[src/rtl/sprite_motion_sched.sv]
// sprite_motion_sched: per-frame sprite position/bounce updater and line-start pulse generator
module sprite_motion_sched #(
  parameter int CORDW      = 12,
  parameter int NSPR       = 4,
  parameter int IDW        = 2,
  parameter int H_RES      = 1920,
  parameter int V_RES      = 1080,
  parameter int V_RES_FULL = 1125,
  parameter int SPR_W      = 144,
  parameter int SPR_H      = 144,
  parameter int SPDW       = 8
) (
  input  logic                  clk,
  input  logic                  rst_n,
  input  logic [CORDW-1:0]      sx,
  input  logic [CORDW-1:0]      sy,
  input  logic                  cfg_valid,
  output logic                  cfg_ready,
  input  logic [IDW-1:0]        cfg_id,
  input  logic [CORDW-1:0]      cfg_x,
  input  logic [CORDW-1:0]      cfg_y,
  input  logic [SPDW-1:0]       cfg_vx,
  input  logic [SPDW-1:0]       cfg_vy,
  input  logic                  cfg_dx,
  input  logic                  cfg_dy,
  output logic [NSPR*CORDW-1:0] sprx,
  output logic [NSPR*CORDW-1:0] spry,
  output logic [NSPR-1:0]       spr_start,
  output logic                  busy
);
  localparam int W = CORDW + SPDW + 2;
  typedef enum logic {IDLE, UPDATE} state_t;
  state_t state, state_n;
  logic [IDW-1:0] idx, idx_n;
  logic [CORDW-1:0] x [NSPR];
  logic [CORDW-1:0] y [NSPR];
  logic [SPDW-1:0] vx [NSPR];
  logic [SPDW-1:0] vy [NSPR];
  logic [NSPR-1:0] dx, dy;
  logic animate, wr;
  assign animate = sy == CORDW'(V_RES) && sx == '0;
  assign cfg_ready = rst_n && state == IDLE && !animate;
  assign wr = cfg_valid && cfg_ready && 32'(cfg_id) < NSPR;
  assign busy = state == UPDATE;
  // One axis step: returns {new_dir, new_pos}; comparisons are widened so nothing wraps.
  function automatic logic [CORDW:0] step(input logic [CORDW-1:0] p, input logic [SPDW-1:0] v,
                                          input logic d, input int lim);
    logic nd;
    nd = d ? W'(p) >= W'(v) : W'(p) + W'(v) >= W'(lim);
    return {nd, nd ? p - CORDW'(v) : p + CORDW'(v)};
  endfunction
  // FSM state and sprite index registers
  always_ff @(posedge clk) begin
    if (!rst_n) begin
      state <= IDLE;
      idx   <= '0;
    end else begin
      state <= state_n;
      idx   <= idx_n;
    end
  end
  // Next state: enter UPDATE on animate, leave after the last sprite
  always_comb begin
    state_n = state == IDLE ? (animate ? UPDATE : IDLE) : (idx == IDW'(NSPR-1) ? IDLE : UPDATE);
    idx_n   = state == IDLE ? '0 : idx + 1'b1;
  end
  // Sprite state: config writes, or one sprite's motion step per UPDATE cycle
  always_ff @(posedge clk) begin
    for (int i = 0; i < NSPR; i++) begin
      if (!rst_n) begin
        x[i]  <= '0;
        y[i]  <= '0;
        vx[i] <= '0;
        vy[i] <= '0;
        dx[i] <= 1'b0;
        dy[i] <= 1'b0;
      end else if (wr && cfg_id == IDW'(i)) begin
        x[i]  <= cfg_x;
        y[i]  <= cfg_y;
        vx[i] <= cfg_vx;
        vy[i] <= cfg_vy;
        dx[i] <= cfg_dx;
        dy[i] <= cfg_dy;
      end else if (busy && idx == IDW'(i)) begin
        {dx[i], x[i]} <= step(x[i], vx[i], dx[i], H_RES - SPR_W);
        {dy[i], y[i]} <= step(y[i], vy[i], dy[i], V_RES - SPR_H);
      end
    end
  end
  // Start pulse in the hblank of the line before each sprite's first line
  always_ff @(posedge clk) begin
    for (int i = 0; i < NSPR; i++)
      spr_start[i] <= rst_n && sx == CORDW'(H_RES) &&
                      sy == (y[i] == '0 ? CORDW'(V_RES_FULL-1) : y[i] - 1'b1);
  end
  for (genvar g = 0; g < NSPR; g++) begin : g_pack
    assign sprx[g*CORDW +: CORDW] = x[g];
    assign spry[g*CORDW +: CORDW] = y[g];
  end
endmodule

[config.mk]
export PLATFORM = sky130hd
export DESIGN_NAME = sprite_motion_sched
export DESIGN_NICKNAME = d
export VERILOG_FILES = /design/src/rtl/sprite_motion_sched.sv
export SDC_FILE = /design/constraint.sdc
export NUM_CORES = 1
export LEC_CHECK = 0
export ABC_AREA = 1
export CAP_MARGIN = 20
export CORE_MARGIN = 4
export CORE_UTILIZATION = 33
export CTS_CLUSTER_DIAMETER = 60
export CTS_CLUSTER_SIZE = 30
export DETAILED_ROUTE_END_ITERATION = 7
export DONT_BUFFER_PORTS = 1
export SYNTH_ARGS = -nofsm -noshare
export SYNTH_HDL_FRONTEND = slang
export SYNTH_SLANG_ARGS = --single-unit
[constraint.sdc]
create_clock -name clk -period 5 [get_ports clk]
set_input_delay 0.5 -clock clk [delete_from_list [all_inputs] [get_ports clk]]
set_output_delay 0.5 -clock clk [all_outputs]
set_load 0.02 [all_outputs]
==> reports/summary.log, run 1 <==
qor: clock_tree.cts.sinks 175
qor: setup_path.cp_slowest_stage_delay 0.69 ns
qor: global_routing.met1_usage 26.7%
qor: drt.first_pass_iteration_count_of_the_detailed_router 5
qor: floorplan.die_width 241 um
qor: setup_path.cp_data_arrival_time 3.57 ns
qor: yosys.share_of_synthesized_registers_carrying_an_async_set_or_reset 0%
qor: cells_and_area.layout-area-overhead-vs-synth 4.74%
qor: sta.hold_viol_final 0
qor: yosys.synth_top_family_by_area simple AND/OR/NAND/NOR gates
qor: global_routing.global_route.peak_usage_layer met2
qor: yosys.post_synth_mux_area_share 0%
qor: yosys.synth-edff-count 64
qor: yosys.synth.avg_cell_area 6.49 sq um
qor: sta.max_slew_violation_count 0
qor: clock_tree.hold_buffers 0
qor: clock_tree.cts_buffers 17
qor: clock_tree.post_cts_resized 0
qor: power_and_ir_drop.p_leak 9.55 nW
qor: cells_and_area.design.final.nets 2,904
qor: floorplan.fp.dieArea 58,100 sq um
qor: clock_tree.max-clock-path-buffers 2
qor: floorplan.std_cell_rows 85
qor: global_routing.largest_net_degree_at_the_start_of_global_routing 68
qor: global_routing.grt_usage 20.8%
qor: yosys.yosys.area_share.simple 29.9%
qor: clock_tree.clockRootBuffer sky130_fd_sc_hd__clkbuf_16
qor: yosys.postSynthCellCount 2,763
qor: place.detailedPlacementHpwl 49,000 um
qor: power_and_ir_drop.peakVddDrop 0.238 mV
qor: sta.fmax 307 MHz
qor: drt.via_count 17,300
qor: sta.final_report_setup_violation_count 0
qor: clock_tree.cts_setup_buffers 0
qor: drt.ant_nets 0
qor: sta.finalCritPeriodShare 65.1%
qor: yosys.mapped_nets 2,986
qor: yosys.synth_top_flop_cell sky130_fd_sc_hd__dfxtp_1
qor: yosys.synth.yosys.seq_area_share 23.1%
qor: sta.fin_tns_setup 0 ns
qor: setup_path.timing.critical_path.slowest_stage_cell sky130_fd_sc_hd__dfxtp_1
qor: sta.grt_setup_unrepaired false
qor: drt.drt_wl_total 62,400 um
qor: sta.worst_tran_pin_value 1.10 ns
qor: drt.drt_iter0_markers 1,530
qor: setup_path.path_buf_inv 3
qor: setup_path.critical-path-top-cell-by-count sky130_fd_sc_hd__nand2_1
qor: clock_tree.h-tree-depth 4
qor: run_status.outcome complete, no violations
qor: cells_and_area.fin_area 18,800 sq um
qor: clock_tree.cts_tree done
qor: yosys.synthXorXnorAreaFrac 7.17%
qor: floorplan.core_area 53,800 sq um
qor: yosys.number_of_synthesized_register_bits 175
qor: global_routing.grt_overflow 0
qor: setup_path.worstPathRequired 5.32 ns
qor: floorplan.count_of_pins_on_the_block_boundary 173
qor: place.gp_congestion 0.925
qor: yosys.synth.cell_area 17,900 sq um
qor: clock_tree.clk_latency 0.45 ns
qor: floorplan.start_util 33.3%
qor: global_routing.met3_usage 5.89%
qor: cells_and_area.insertedDiodeCount 0
qor: sta.clock_skew 0.0126 ns
qor: setup_path.critical_path.cell_chain ha_1 > inv_1 > fa_1 > inv_1 > nand2_1 > nand2_1 > nand3_1 > nand2_1 > nand2_1 > nand2_1 > nand3_1 > nor2_1 > nand2_1 > nand2_2 > inv_1 > nand2_1 > nand2_1 > a21oi_1 > nor2_1
qor: global_routing.use_met2 35.1%
qor: yosys.synth_area_in_compound_gates 15.5%
qor: yosys.ys.warnings.count 0
qor: place.post_place_instance_area 18,300 sq um
qor: place.port_buffers 0
qor: cells_and_area.number_of_filler_instances_in_the_final_layout 5,936
qor: global_routing.first_pass_grt_wire_length 93,700 um
qor: global_routing.grt_pass1_vias 16,100
qor: setup_path.cp-start-kind flip-flop
qor: drt.drc 0
qor: cells_and_area.layout-drive-gt1-share 5.68%
qor: floorplan.die_height 241 um
qor: min_path.holdCritPathClass input port to flip-flop
qor: setup_path.setup.worst_path.class flip-flop to flip-flop
qor: setup_path.timing.critical_path.max_delay_family simple AND/OR/NAND/NOR gates
qor: sta.period_needed 3.25 ns
qor: setup_path.end_kind flip-flop
qor: global_routing.grt_antenna_before_repair 5
qor: sta.worst_slew_margin_rel 26.3%
qor: drt.drt-vias-per-instance 5.11
qor: flow_run.maxCapViolations 0
qor: drt.routedWlPerCell 18.4 um
qor: setup_path.critPathMaxFanout 17
qor: clock_tree.cts_clock_pin_slew_for_the_worst_setup_and_hold_paths 0.07 ns
qor: yosys.netlist-cell-type-count 60
qor: power_and_ir_drop.power_density 210 nW/um^2
qor: yosys.synth_fa_ha_area_share 11.3%
## cells in the final DEF, fill, tap and decap left out, types with 18 or more instances in the layout
master                     count
sky130_fd_sc_hd__nand3_1     203
sky130_fd_sc_hd__a21oi_1     165
sky130_fd_sc_hd__nor3_1       41
sky130_fd_sc_hd__nand2_2      22
sky130_fd_sc_hd__nand2_1     611
sky130_fd_sc_hd__edfxtp_1     64
sky130_fd_sc_hd__o21ai_0     190
sky130_fd_sc_hd__xor2_1      133
sky130_fd_sc_hd__inv_2        30
sky130_fd_sc_hd__o21ai_1      18
sky130_fd_sc_hd__dfxtp_1     111
sky130_fd_sc_hd__inv_1       425
sky130_fd_sc_hd__ha_1        136
sky130_fd_sc_hd__nand4_1      37
sky130_fd_sc_hd__o21bai_1     19
sky130_fd_sc_hd__nor2_1      252
sky130_fd_sc_hd__a31oi_1      24
## routing by layer
layer | routed length (um) | share of wire (%) | vias to the layer above
met2 | 29100 | 47 | 568
met3 | 5520 | 8.9 | 66
met4 | 1240 | 2.0 | 10
met1 | 26500 | 42 | 7972
li1 | - | - | 8709
met5 | 57 | 0.091 | -
## synth_stat cells (all sizes together) (2+ instances only)
master	count	area [sq um]
nor3	43	225
a31oi	24	150
a21oi	179	948
nand4	40	269
xnor2	12	105
buf	71	480
o21bai	19	143
a211oi	2	15.0
o221ai	6	52.6
or3	2	12.5
o22ai	7	43.8
nand2	640	2510
o21ai	217	1120
nor4	7	43.8
a21boi	5	63.8
a221oi	2	17.5
or2	13	81.3
and2	6	37.5
a22oi	2	15.0
o31ai	2	20.0
clkbuf	39	150
inv	455	1710
o211ai	13	97.6
fa	16	320
nand3b	13	97.6
nor2	262	1020
nand3	207	1060
o21a	6	45.0
ha	136	1700
dfxtp	111	2220
xor2	134	1180
o2111ai	2	17.5
edfxtp	64	1920
## cell type report
cell class	instances	area [sq um]	share of cell area [%]
Clock buffer	22	454	2.42
Clock inverter	10	80.1	0.426
Inverter	456	1710	9.11
Multi-Input combinational cell	2022	11500	61.0
Sequential cell	175	4140	22.1
Tap cell	696	871	4.64
Timing Repair Buffer	9	67.6	0.360
## metrics by stage
stage                     utilization [%]  instances  power, mW  hold WS (ns)  setup slack (ns)
final                                34.9       3390       3.94         0.177              1.75
after global routing                 34.9       3390       4.15         0.156              1.45
after global placement               33.9       3358       2.67         0.473              1.64
after floorplan                         -       2763       2.43         0.455              2.40
after detailed placement             33.9       3358       2.66         0.474              1.55
after CTS                            34.9       3390       3.94         0.177              1.80
## sequential cells by signal, summed over array words and instances (netlist names)
signal and flops:
sprx 48, spry 48, vx 32, vy 32, dx 4, dy 4, spr_start 4, idx 2
busy 1
## final timing paths
kind	from	end	slack (ns)	cells past startpoint
worst min register to register	dx[1]	dx[1]	0.48	2
worst min-delay path	rst_n	busy	0.18	2
worst max register to register	spry[24]	spry[26]	1.75	19
worst max-delay path	spry[24]	spry[26]	1.75	19
## power breakdown
group | internal (mW) | switching, mW | leakage (nW) | total (mW)
logic | 0.340 | 0.677 | 7.73 | 1.02
clock network | 0.657 | 0.632 | 0.254 | 1.29
registers | 1.53 | 0.104 | 1.56 | 1.63
## cell families after synthesis
| logic type | after synthesis |
|---|---|
| xor+xnor | 146 |
| buf+inv | 566 |
| compound gates | 489 |
| simple gates | 1235 |
| flops | 175 |
| fa+ha+maj | 152 |
No activity file was read; power rests on OpenSTA's default activity.
==> inputs of run 2 (changes only) <==
==> constraint.sdc (replaced) <==
create_clock -name clk -period 2.8 [get_ports clk]
set_input_delay 0.28 -clock clk [delete_from_list [all_inputs] [get_ports clk]]
set_output_delay 0.28 -clock clk [all_outputs]
set_load 0.02 [all_outputs]
==> run 2 against run 1 <==
Net effect:
- clock skew rose by 0.0041 ns
- global-route usage rose by 1.2 points
- routed wire length rose by 5.2%
- via count rose by 4.7%
- clock-buffer cell count fell by 5
- flip-flop and latch count did not move
- clock power rose by 95%
==> reports/summary.log, run 2 (synthesized netlist as in run 1, its figures left out) <==
qor: min_path.min_delay_worst_endpoint spr_start[3] [was busy]
qor: place.post_place_instance_area 19,400 sq um [was 18,300 sq um]
qor: sta.finalCritPeriodShare 95.3% [was 65.1%]
qor: drt.routedWlPerCell 18.5 um [was 18.4 um]
qor: sta.hold-worst-slack 0.0159 ns [was 0.177 ns]
qor: setup_path.path_buf_inv 3 [unchanged]
qor: sta.max_slew_violation_count 0 [unchanged]
qor: sta.fmax 375 MHz [was 307 MHz]
qor: drt.drt_wl_total 65,700 um [was 62,400 um]
qor: floorplan.core_area 53,800 sq um [unchanged]
qor: setup_path.cp_data_arrival_time 3.04 ns [was 3.57 ns]
qor: drt.drt-vias-per-instance 5.10 [was 5.11]
qor: cells_and_area.final_common_cell sky130_fd_sc_hd__nand2_1 [unchanged]
qor: place.place_worst_setup_slack 0.111 ns [was 1.55 ns]
qor: power_and_ir_drop.post-layout-total-power 7.43 mW [was 3.94 mW]
qor: power_and_ir_drop.p_leak 10.4 nW [was 9.55 nW]
qor: setup_path.ff2ff_path_depth 14 [was 19]
qor: sta.worst_slew_margin_rel 50.7% [was 26.3%]
qor: setup_path.worstPathRequired 3.17 ns [was 5.32 ns]
qor: cells_and_area.design.final.nets 3,070 [was 2,904]
qor: sta.grt_setup_unrepaired true [was false]
qor: sta.worst_tran_pin_value 0.739 ns [was 1.10 ns]
qor: flow_run.maxCapViolations 0 [unchanged]
qor: clock_tree.cts_buffers 17 [unchanged]
qor: setup_path.critPathMaxFanout 9 [was 17]
qor: global_routing.grt_pass1_vias 17,000 [was 16,100]
qor: setup_path.setup.worst_path.class flip-flop to flip-flop [unchanged]
qor: floorplan.die_width 241 um [unchanged]
qor: drt.drc 0 [unchanged]
qor: sta.final_report_setup_violation_count 0 [unchanged]
qor: min_path.holdCritPathClass input port to flip-flop [unchanged]
qor: drt.ant_nets 0 [unchanged]
qor: floorplan.fp.dieArea 58,100 sq um [unchanged]
qor: setup_path.cp-start-kind flip-flop [unchanged]
qor: floorplan.die_height 241 um [unchanged]
qor: setup_path.end_kind flip-flop [unchanged]
qor: sta.layout_setup_ws 0.132 ns [was 1.75 ns]
qor: sta.clock_skew 0.0166 ns [was 0.0126 ns]
qor: cells_and_area.fin_area 20,300 sq um [was 18,800 sq um]
qor: setup_path.reg2reg_to sprx[22] [was spry[26]]
qor: sta.hold_viol_final 0 [unchanged]
qor: min_path.launch_point_of_the_worst_hold_path sy[11] [was rst_n]
qor: clock_tree.cts_tree done [unchanged]
qor: setup_path.timing.critical_path.max_delay_family simple AND/OR/NAND/NOR gates [unchanged]
qor: global_routing.first_pass_grt_wire_length 98,800 um [was 93,700 um]
qor: global_routing.grt_usage 22.0% [was 20.8%]
qor: drt.drt_iter0_markers 1,506 [was 1,530]
qor: drt.first_pass_iteration_count_of_the_detailed_router 5 [unchanged]
qor: power_and_ir_drop.peakVddDrop 0.457 mV [was 0.238 mV]
qor: run_status.outcome complete, no violations [unchanged]
qor: sta.period_needed 2.67 ns [was 3.25 ns]
qor: clock_tree.clockRootBuffer sky130_fd_sc_hd__clkbuf_16 [unchanged]
qor: setup_path.timing.critical_path.slowest_stage_cell sky130_fd_sc_hd__edfxtp_1 [was sky130_fd_sc_hd__dfxtp_1]
qor: cells_and_area.layout-area-overhead-vs-synth 13.1% [was 4.74%]
qor: global_routing.largest_net_degree_at_the_start_of_global_routing 56 [was 68]
qor: global_routing.grt_overflow 0 [unchanged]
qor: clock_tree.cts_clock_pin_slew_for_the_worst_setup_and_hold_paths 0.08 ns [was 0.07 ns]
qor: min_path.whs_path_depth 2 [unchanged]
qor: setup_path.ff2ff_setup_slack 0.13 ns [was 1.75 ns]
qor: clock_tree.clk_latency 0.47 ns [was 0.45 ns]
qor: global_routing.grt_antenna_before_repair 7 [was 5]
qor: drt.via_count 18,100 [was 17,300]
qor: floorplan.start_util 33.3% [unchanged]
qor: floorplan.count_of_pins_on_the_block_boundary 173 [unchanged]
qor: clock_tree.h-tree-depth 4 [unchanged]
qor: cells_and_area.layout_common_cells sky130_fd_sc_hd__nand2_1, sky130_fd_sc_hd__inv_1, sky130_fd_sc_hd__nor2_1 [unchanged]
qor: floorplan.std_cell_rows 85 [unchanged]
qor: setup_path.worstReg2RegStart vx[1][3] [was spry[24]]
qor: clock_tree.cts.sinks 175 [unchanged]
qor: setup_path.critical_path.cell_chain inv_1 > ha_1 > buf_4 > nand2_1 > nor2_1 > nor2_1 > inv_1 > a21oi_2 > nand3_1 > a21boi_4 > nand2_1 > nand2_1 > a21oi_1 > nor2_1 [was ha_1 > inv_1 > fa_1 > inv_1 > nand2_1 > nand2_1 > nand3_1 > nand2_1 > nand2_1 > nand2_1 > nand3_1 > nor2_1 > nand2_1 > nand2_2 > inv_1 > nand2_1 > nand2_1 > a21oi_1 > nor2_1]
qor: setup_path.cp_slowest_stage_delay 0.43 ns [was 0.69 ns]
qor: place.gp_congestion 0.928 [was 0.925]
qor: power_and_ir_drop.power_density 366 nW/um^2 [was 210 nW/um^2]
qor: place.port_buffers 0 [unchanged]
qor: place.detailedPlacementHpwl 51,000 um [was 49,000 um]
qor: cells_and_area.layout-drive-gt1-share 11.9% [was 5.68%]
qor: clock_tree.max-clock-path-buffers 2 [unchanged]
-- run 2: power breakdown --
part | switching, mW | total, mW | internal [mW]
logic | 1.36 | 2.10 | 0.737
registers | 0.0866 | 2.81 | 2.72
clock network | 1.32 | 2.52 | 1.21
total | 2.76 | 7.43 | 4.67
-- run 2: metrics by stage --
| stage | cells | util [%] | setup TNS (ns) |
|---|---|---|---|
| after floorplan | 2763 | - | 0 |
| after global routing | 3556 | 37.7 | -0.163 |
| final | 3557 | 37.7 | 0 |
| after global placement | 3506 | 36.0 | 0 |
| after CTS | 3547 | 37.3 | 0 |
| after detailed placement | 3506 | 36.0 | 0 |
-- run 2: worst max path at each step --
stage / cells after the start / to / start
after CTS: 19 / spry[26] / spry[24]
final: 14 / sprx[22] / vx[1][3]
after floorplan: 20 / sprx[22] / sprx[12]
after global placement: 19 / spry[26] / spry[24]
after global routing: 19 / spry[26] / vy[2][0]
after detailed placement: 19 / spry[26] / spry[24]
-- run 2: layout make-up --
class                   instances  area, sq um
clock buffers                  17          425
well taps                     696          871
inverters                     456         1710
repair buffers                173         1380
flip-flops and latches        175         4150
diodes                          1         2.50
clock inverters                15          168
multi-input cells            2024        11600
fillers                      5802        33500
-- run 2: per-layer routing --
metal / share of wire, % / vias to the layer above / GRT usage, %
li1: - / 9044 / -
met5: 0.12 / - / 0
met4: 2.1 / 14 / 4.99
met2: 46 / 654 / 36.8
met1: 43 / 8336 / 28.3
met3: 9.4 / 85 / 6.26
-- run 2: repair_timing --
item	4_1_cts	5_1_grt
buffers inserted	0	6
hold buffers	9	1
endpoints found under the setup margin	0	68
endpoints found under the hold margin	71	1
resized for setup	0	36
==> inputs of run 3 (changes only) <==
--- a/config.mk
+++ b/config.mk
@@ -9,10 +9,12 @@
 export CAP_MARGIN = 20
 export CORE_MARGIN = 4
 export CORE_UTILIZATION = 33
+export CTS_BUF_LIST = sky130_fd_sc_hd__clkbuf_8
 export CTS_CLUSTER_DIAMETER = 60
 export CTS_CLUSTER_SIZE = 30
 export DETAILED_ROUTE_END_ITERATION = 7
 export DONT_BUFFER_PORTS = 1
+export SETUP_SLACK_MARGIN = 0.1
 export SYNTH_ARGS = -nofsm -noshare
 export SYNTH_HDL_FRONTEND = slang
 export SYNTH_SLANG_ARGS = --single-unit
==> run 3 against run 2 <==
Net effect:
- clock-buffer cell count did not move
- global-route usage barely moved
- non-clock buffer count rose by 29
- total power fell by 6.7%
- clock skew rose by 0.0090 ns
- final cell count rose by 0.93%
- first-iteration DRC count fell by 0.86%
- register-to-register slack improved by 0.11 ns
- critical endpoint is now sprx[12]
- largest power group unchanged
- highest routed layer unchanged
==> reports/summary.log, run 3 (synthesized netlist as in run 1, its figures left out) <==
qor: run_status.outcome complete, no violations [unchanged]
qor: sta.period_needed 2.61 ns [was 2.67 ns]
qor: setup_path.cp-start-kind input port [was flip-flop]
qor: power_and_ir_drop.power_density 335 nW/um^2 [was 366 nW/um^2]
qor: drt.ant_nets 0 [unchanged]
qor: power_and_ir_drop.peakVddDrop 0.331 mV [was 0.457 mV]
qor: sta.fmax 384 MHz [was 375 MHz]
qor: clock_tree.cts_clock_pin_slew_for_the_worst_setup_and_hold_paths 0.13 ns [was 0.08 ns]
qor: clock_tree.max-clock-path-buffers 2 [unchanged]
qor: place.port_buffers 0 [unchanged]
qor: floorplan.count_of_pins_on_the_block_boundary 173 [unchanged]
qor: setup_path.cp_data_arrival_time 3.02 ns [was 3.04 ns]
qor: clock_tree.cts_tree done [unchanged]
qor: clock_tree.cts_buffers 17 [unchanged]
qor: drt.drc 0 [unchanged]
qor: cells_and_area.number_of_filler_instances_in_the_final_layout 5,749 [was 5,802]
qor: cells_and_area.layout-area-overhead-vs-synth 15.6% [was 13.1%]
qor: drt.drt_iter0_markers 1,493 [was 1,506]
qor: place.detailedPlacementHpwl 51,000 um [unchanged]
qor: setup_path.worstPathRequired 3.21 ns [was 3.17 ns]
qor: clock_tree.h-tree-depth 4 [unchanged]
qor: sta.worst_tran_pin_value 0.743 ns [was 0.739 ns]
qor: drt.drt_wl_total 66,700 um [was 65,700 um]
qor: global_routing.grt_usage 22.0% [about the same]
qor: global_routing.grt_overflow 0 [unchanged]
qor: sta.finalCritPeriodShare 93.1% [was 95.3%]
qor: global_routing.met1_usage 28.4% [was 28.3%]
qor: floorplan.fp.dieArea 58,100 sq um [unchanged]
qor: setup_path.ff2ff_setup_slack 0.24 ns [was 0.13 ns]
qor: global_routing.first_pass_grt_wire_length 99,100 um [was 98,800 um]
qor: setup_path.timing.critical_path.slowest_stage_cell sky130_fd_sc_hd__dlygate4sd3_1 [was sky130_fd_sc_hd__edfxtp_1]
qor: min_path.holdCritPathClass input port to flip-flop [unchanged]
qor: floorplan.die_width 241 um [unchanged]
qor: setup_path.critical_path.cell_chain dlygate4sd3_1 > inv_2 > nand3_1 > nor4_1 > nand3_1 > nand2_1 > nor2_4 > nand2_1 > inv_2 > nand2_4 > nand2_2 > clkinvlp_4 > a21oi_1 > nor2_1 [was inv_1 > ha_1 > buf_4 > nand2_1 > nor2_1 > nor2_1 > inv_1 > a21oi_2 > nand3_1 > a21boi_4 > nand2_1 > nand2_1 > a21oi_1 > nor2_1]
qor: sta.hold-worst-slack 0.0343 ns [was 0.0159 ns]
qor: cells_and_area.layout-drive-gt1-share 15.0% [was 11.9%]
qor: drt.drt-vias-per-instance 5.13 [was 5.10]
qor: drt.via_count 18,400 [was 18,100]
qor: cells_and_area.design.final.nets 3,103 [was 3,070]
qor: cells_and_area.layout_common_cells sky130_fd_sc_hd__nand2_1, sky130_fd_sc_hd__inv_1, sky130_fd_sc_hd__nor2_1 [unchanged]
qor: floorplan.std_cell_rows 85 [unchanged]
qor: global_routing.grt_antenna_before_repair 8 [was 7]
qor: flow_run.maxCapViolations 0 [unchanged]
qor: sta.hold_viol_final 0 [unchanged]
qor: floorplan.die_height 241 um [unchanged]
qor: clock_tree.cts.sinks 175 [unchanged]
qor: cells_and_area.final_common_cell sky130_fd_sc_hd__nand2_1 [unchanged]
qor: power_and_ir_drop.p_leak 10.5 nW [was 10.4 nW]
qor: clock_tree.clockRootBuffer sky130_fd_sc_hd__clkbuf_8 [was sky130_fd_sc_hd__clkbuf_16]
qor: sta.clock_skew 0.0256 ns [was 0.0166 ns]
qor: global_routing.grt_pass1_vias 17,100 [was 17,000]
qor: sta.max_slew_violation_count 0 [unchanged]
qor: global_routing.use_met2 36.7% [was 36.8%]
qor: setup_path.end_kind flip-flop [unchanged]
qor: global_routing.global_route.peak_usage_layer met2 [unchanged]
qor: setup_path.critPathMaxFanout 18 [was 9]
qor: drt.first_pass_iteration_count_of_the_detailed_router 7 [was 5]
qor: global_routing.met3_usage 6.09% [was 6.26%]
qor: sta.final_report_setup_violation_count 0 [unchanged]
qor: floorplan.start_util 33.3% [unchanged]
qor: place.gp_congestion 0.928 [unchanged]
qor: sta.worst_slew_margin_rel 50.4% [was 50.7%]
qor: clock_tree.clk_latency 0.53 ns [was 0.47 ns]
qor: drt.routedWlPerCell 18.6 um [was 18.5 um]
qor: setup_path.setup.worst_path.class input port to flip-flop [was flip-flop to flip-flop]
qor: global_routing.largest_net_degree_at_the_start_of_global_routing 62 [was 56]
qor: floorplan.core_area 53,800 sq um [unchanged]
qor: sta.fin_tns_setup 0 ns [unchanged]
qor: sta.grt_setup_unrepaired true [unchanged]
qor: setup_path.cp_slowest_stage_delay 0.71 ns [was 0.43 ns]
==> run 3: cell count changes in the layout (fill, tap and decap cells not counted), sizes merged <==
cell         previous run  this run
nand2                 642       645
dlygate4sd3             9        18
buf                   164       184
clkinv                  7         6
clkinvlp                0         1
a21boi                  5         6
==> run 3: through the flow <==
| step | power, mW | utilization [%] | instances | setup slack (ns) | area [sq um] |
|---|---|---|---|---|---|
| after floorplan | 4.35 | - | 2763 | 0.269 | 17900 |
| after global placement | 4.87 | 36.0 | 3506 | 0.196 | 19400 |
| after detailed placement | 4.87 | 36.0 | 3506 | 0.111 | 19400 |
| after CTS | 6.83 | 37.2 | 3557 | 0.103 | 20000 |
| after global routing | 7.31 | 38.5 | 3589 | 0.0641 | 20700 |
| final | 6.94 | 38.5 | 3590 | 0.193 | 20700 |
==> run 3: power by group <==
group	switching, mW	internal (mW)	total [mW]
Combinational	1.40	0.786	2.19
Sequential	0.0884	2.73	2.81
Clock	1.25	0.680	1.93
==> run 3: what timing repair did <==
item                                    4_1_cts  5_1_grt
hold endpoints to repair                     83        0
resized for setup                             3      130
pin swaps                                     0       26
setup buffers                                 0       26
hold buffers                                 19        0
endpoints found under the setup margin        4      101
gates cloned                                  0        6
==> run 3: path summary, 6_finish.rpt <==
check             from  endpoint  cells past startpoint
max             sy[11]  sprx[12]                     14
min          cfg_x[11]  sprx[47]                      4
max reg2reg   vx[1][7]  sprx[18]                     10
min reg2reg      dx[1]     dx[1]                      2
==> run 3: final cells by class <==
cell class,count,area (sq um),share of cell area (%)
well taps,696,871,4.20
clock inverters,15,168,0.809
clock buffers,17,234,1.13
inverters,456,1720,8.29
flip-flops and latches,175,4150,20.0
multi-input cells,2028,12000,57.7
diodes,1,2.50,0.0121
repair buffers,202,1630,7.86
==> run 3: metal layers <==
metal	wire length [um]	up-vias
met4	1450	14
li1	-	9116
met1	28400	8533
met5	85	-
met2	30800	669
met3	5930	91
==> run 3: worst max-delay path, delay by kind of cell <==
family,cells,cell delay [ns]
and+or+nand+nor,9,1.23
AOI/OAI and AO/OA,1,0.25
buffers and inverters,4,1.24
